File: config.mk
export PLATFORM = sky130hd
export DESIGN_NAME = bram_tx_stage
export DESIGN_NICKNAME = d
export VERILOG_FILES = /design/src/rtl/bram_tx_stage.sv
export SDC_FILE = /design/constraint.sdc
export NUM_CORES = 1
export LEC_CHECK = 0
export CAP_MARGIN = 10
export CORE_ASPECT_RATIO = 1.1
export CORE_UTILIZATION = 45
export DETAILED_ROUTE_END_ITERATION = 7
export PLACE_DENSITY_LB_ADDON = 0.08
export SLEW_MARGIN = 20
export SYNTH_ARGS = -nofsm -noshare
export SYNTH_HDL_FRONTEND = slang
export SYNTH_SLANG_ARGS = --single-unit
File: constraint.sdc
create_clock -name clk -period 1.1 [get_ports clk]
set_clock_uncertainty 0.1 [all_clocks]
set_input_delay 0.22 -clock clk [delete_from_list [all_inputs] [get_ports clk]]
set_output_delay 0.22 -clock clk [all_outputs]
set_load 0.03 [all_outputs]
File: src/rtl/bram_tx_stage.sv
// Transmit stage: reads a DEPTH-byte frame from BRAM port B, optionally prepends a
// header byte, and streams each byte through a UART using its tx_start/tx_busy handshake.
module bram_tx_stage #(
    parameter int                DEPTH       = 64,
    parameter int                ADDR_W      = 6,
    parameter int                DATA_W      = 8,
    parameter int                RD_LATENCY  = 1,
    parameter bit                HEADER_EN   = 1'b1,
    parameter logic [DATA_W-1:0] HEADER_BYTE = 8'h01
) (
    input  logic              clk,
    input  logic              reset_n,
    input  logic              start,
    output logic              busy,
    output logic              done,
    output logic              rd_en,
    output logic [ADDR_W-1:0] rd_addr,
    input  logic [DATA_W-1:0] rd_data,
    output logic [DATA_W-1:0] tx_data,
    output logic              tx_start,
    input  logic              tx_busy
);

    typedef enum logic [3:0] {
        S_IDLE,
        S_HDR,
        S_RD,
        S_RD_WAIT,
        S_LOAD,
        S_SEND,
        S_ACK,
        S_DRAIN,
        S_DONE
    } state_t;

    localparam logic [ADDR_W-1:0] CNT_LAST  = ADDR_W'(DEPTH - 1);
    localparam logic [1:0]        WAIT_LAST = 2'(RD_LATENCY - 2);
    localparam logic [1:0]        ACK_LAST  = 2'd3;

    state_t              r_state;
    state_t              w_state_nxt;
    logic [1:0]          r_rst_sync;
    logic                w_rst_n;
    logic [ADDR_W-1:0]   r_cnt;
    logic [1:0]          r_wait_cnt;
    logic [1:0]          r_ack_cnt;
    logic                r_hdr_phase;
    logic                r_busy;
    logic                r_done;
    logic                r_rd_en;
    logic                r_tx_start;
    logic [DATA_W-1:0]   r_tx_data;

    // Reset asserts asynchronously but releases two clocks after reset_n rises,
    // so no flop sees reset removal close to an active edge.
    always_ff @(posedge clk or negedge reset_n) begin
        if (!reset_n) begin
            r_rst_sync <= 2'b00;
        end else begin
            r_rst_sync <= {r_rst_sync[0], 1'b1};
        end
    end

    assign w_rst_n = r_rst_sync[1];

    always_comb begin
        // NOTE: default assigned first so every path drives w_state_nxt; a missing
        // assignment on any branch would otherwise infer a latch.
        w_state_nxt = r_state;
        case (r_state)
            S_IDLE:    if (start) w_state_nxt = HEADER_EN ? S_HDR : S_RD;
            S_HDR:     w_state_nxt = S_SEND;
            S_RD:      w_state_nxt = (RD_LATENCY > 1) ? S_RD_WAIT : S_LOAD;
            S_RD_WAIT: if (r_wait_cnt == WAIT_LAST) w_state_nxt = S_LOAD;
            S_LOAD:    w_state_nxt = S_SEND;
            S_SEND:    if (!tx_busy) w_state_nxt = S_ACK;
            S_ACK:     if (tx_busy || (r_ack_cnt == ACK_LAST)) w_state_nxt = S_DRAIN;
            S_DRAIN: begin
                if (!tx_busy) begin
                    if (r_hdr_phase || (r_cnt != CNT_LAST)) begin
                        w_state_nxt = S_RD;
                    end else begin
                        w_state_nxt = S_DONE;
                    end
                end
            end
            S_DONE:    w_state_nxt = S_IDLE;
            default:   w_state_nxt = S_IDLE;
        endcase
    end

    // Control outputs are registered from the next state so they are glitch-free
    // and line up exactly with the cycle spent in the corresponding state.
    always_ff @(posedge clk or negedge w_rst_n) begin
        if (!w_rst_n) begin
            r_state     <= S_IDLE;
            r_busy      <= 1'b0;
            r_done      <= 1'b0;
            r_rd_en     <= 1'b0;
            r_tx_start  <= 1'b0;
            r_tx_data   <= '0;
            r_cnt       <= '0;
            r_wait_cnt  <= '0;
            r_ack_cnt   <= '0;
            r_hdr_phase <= 1'b0;
        end else begin
            // NOTE: non-blocking assignments so every flop samples pre-edge values,
            // independent of statement order within this block.
            r_state    <= w_state_nxt;
            r_busy     <= (w_state_nxt != S_IDLE);
            r_done     <= (w_state_nxt == S_DONE);
            r_rd_en    <= (w_state_nxt == S_RD);
            r_tx_start <= (r_state == S_SEND) && !tx_busy;

            case (r_state)
                S_IDLE: begin
                    if (start) begin
                        r_cnt       <= '0;
                        r_hdr_phase <= HEADER_EN;
                    end
                end
                S_HDR:     r_tx_data  <= HEADER_BYTE;
                S_RD:      r_wait_cnt <= '0;
                S_RD_WAIT: r_wait_cnt <= r_wait_cnt + 2'd1;
                S_LOAD:    r_tx_data  <= rd_data;
                S_SEND:    r_ack_cnt  <= '0;
                S_ACK:     r_ack_cnt  <= r_ack_cnt + 2'd1;
                S_DRAIN: begin
                    if (!tx_busy) begin
                        if (r_hdr_phase) begin
                            r_hdr_phase <= 1'b0;
                        end else if (r_cnt != CNT_LAST) begin
                            r_cnt <= r_cnt + ADDR_W'(1);
                        end
                    end
                end
                default: ;
            endcase
        end
    end

    assign busy     = r_busy;
    assign done     = r_done;
    assign rd_en    = r_rd_en;
    assign rd_addr  = r_cnt;
    assign tx_data  = r_tx_data;
    assign tx_start = r_tx_start;

endmodule

==> results.txt <==
Die X = 55.85 um
Number of synthesized flops with an enable pin = 0
GPL Wtd Cong = 0.8442
Slew Viols, Final = 0
Max stage delay on crit path = 410 ps
Fin cells = 257
Leak Pwr = 1.131 nW
Synth warn = 0
Initial DRC Count = 31
Number of H-tree levels = 2
Final WL = 3948 um
GRT Util Overall = 22.59%
Seq cells post-synth = 29
Grt total ovfl = 0
Clock sink count = 29
Clk buf depth = 2
R2r endpoint = rd_addr[3]$_DFFE_PN0P_
Fmax = 665.7 MHz
Syn_area_per_cell = 9.966 um^2
Crit-path max FO = 4
ANT cells = 0
Area grow syn2layout = 71.23%
Critical Path RT = 1260 ps
Root buffer cell = clkbuf_4
Worst path bufs/invs = 0
Clock-pin slew on the worst setup and hold paths = 100 ps
Cts bufs inserted = 5
Vias in the first global route = 1298
Max rail drop VDD = 0.001706 V
Syn_nets = 159
Commonest non-fill, non-tap cells in the layout = 36 x buf_6, 29 x buf_4, 22 x dfrtp_1
Register area share after synthesis = 50.57%
Max-cap viol count = 0
Final nets = 238
CP startpoint = r_state[3]$_DFF_PN0_
Netlist Area Pre-Place = 1435 um^2
Worst-Skew Late Latency = 330 ps
Pwr Density = 2472 nW/um^2
# DRC = 0
Rows = 21
Share of layout cells above drive strength 1 = 51.57%
CP cell instances = and4b_4 > o211ai_4 > or3_1 > a21oi_2
Port Buffers = 29
RSZ-0062 raised after global routing = yes
Most common cell after layout, fill and taps aside = buf_6
Hold Fails Final Rpt = 0
Setup slack after layout = -402.1 ps
Global-route wire length before repair = 5823 um
Initial core utilization = 47.09%
Largest net degree at the start of global routing = 28
Post-DR vias/cell = 5.381
Post-DP HPWL = 2482 um
Total number of vias = 1383
Critical path endpoint category = flop
Routed Antenna Nets = 0
Syn Inst Count = 144
Main synth FF type = dfrtp_1
R2R Path Start = r_state[3]$_DFF_PN0_
Outcome = finished with violations
Hold WS = 108.1 ps
Synth unique cells = 40
Antenna violations before repair = 0
CP Data Arrival Time = 1660 ps
Die Area = 3419 um^2
Worst R2R Path Depth = 4
Reg2reg setup slack = -400 ps
Time the worst path needs with I/O delays and setup = 1502 ps
# setup viols final = 45
I/O Pins = 30
Failing checks = setup timing
Die Height = 61.23 um
Routed WL per cell = 15.36 um
Slowest CP cell = dfrtp_1
Delay-heaviest family, CP = simple AND/OR/NAND/NOR gates
WS Path Type = flop to flop
Post-synth ARST share = 100.0%
DP Cell Count = 227
Startpoint types = flop
CTS tree = built
Worst Hold Class = flop to async pin
DRT Pass-1 Iters = 4
Core Region = 3048 um^2
Final Cycle Share = 136.6%
==> cell usage after synthesis (all sizes together) (4+ instances only) <==
| cell type | instances | area (um^2) |
|---|---|---|
| dfrtp | 29 | 725.7 |
| nand2 | 17 | 63.81 |
| o21ai | 14 | 70.07 |
| a21oi | 13 | 65.06 |
| nor2b | 9 | 56.30 |
| nor2 | 6 | 22.52 |
| buf | 5 | 27.53 |
| mux2i | 5 | 50.05 |
| nor3b | 4 | 35.03 |
==> cell type report <==
type,instances,area (um^2)
inverters,3,11.26
multi-input cells,105,830.8
flip-flops and latches,29,734.5
fillers,183,590.6
clock buffers,7,55.05
repair buffers,79,783.3
well taps,34,42.54
==> timing repair <==
action,CTS,global route
pin swaps,7,17
hold endpoints to repair,2,0
hold buffers,1,0
setup endpoints to repair,45,45
buffers inserted,12,11
cloned,0,1
resized for setup,35,28
==> layer usage <==
layer / vias up / GRT usage, % / share of wire, % / wire [um]
met5: - / 0 / 0 / 0
met4: 0 / 9.756 / 1.5 / 59
met3: 6 / 5.462 / 4.0 / 158
met2: 33 / 41.14 / 54 / 2150
met1: 680 / 26.15 / 40 / 1578
li1: 664 / - / - / -
==> where the power goes <==
part	total, mW	switching, mW	internal [mW]
clock network	0.649	0.347	0.301
logic	3.67	1.76	1.91
registers	1.76	0.338	1.42
==> sequential cells by signal (all words and copies together) (netlist names), 2 cells and up <==
signal      count
r_ack_cnt       2
r_rst_sync      2
r_state         4
r_wait_cnt      2
rd_addr         6
tx_data         8
==> worst max path at each step <==
stage	to	slack (ps)	cells past startpoint
floorplan	rd_addr[1]$_DFFE_PN0P_	-440	4
global placement	rd_addr[3]$_DFFE_PN0P_	-580	5
detailed placement	rd_addr[3]$_DFFE_PN0P_	-670	5
CTS	rd_addr[1]$_DFFE_PN0P_	-380	5
global route	rd_addr[3]$_DFFE_PN0P_	-430	4
finish	rd_addr[3]$_DFFE_PN0P_	-400	4
==> through the flow <==
stage               setup WS [ps]  util, %  total power, mW  TNS, ps  cell area, um^2
global placement           -581.1    65.68            4.385    -9281             2002
detailed placement         -668.1    65.68            4.478   -10120             2002
global route               -430.9    80.62            6.407   -11860             2457
floorplan                  -437.8        -            3.561    -5023             1573
CTS                        -382.3    75.04            5.600    -9707             2287
finish                     -402.1    80.62            6.074   -10020             2457
==> worst register-to-register path, cell delays in order, from the launching register on <==
cell and delay, ps:
dfrtp_1 410, and4b_4 370, o211ai_4 90, or3_1 340, a21oi_2 140
==> kinds of logic after synthesis <==
kind of cell	Yosys count	synth area share, %
compound gates	37	15.96
xor+xnor	1	0.6104
fa+ha+maj	3	2.616
buf+inv	10	3.226
flops	29	50.57
mux	5	3.487
other cells	1	0.2613
simple gates	58	23.28
Power figures use the tool's default switching activity.
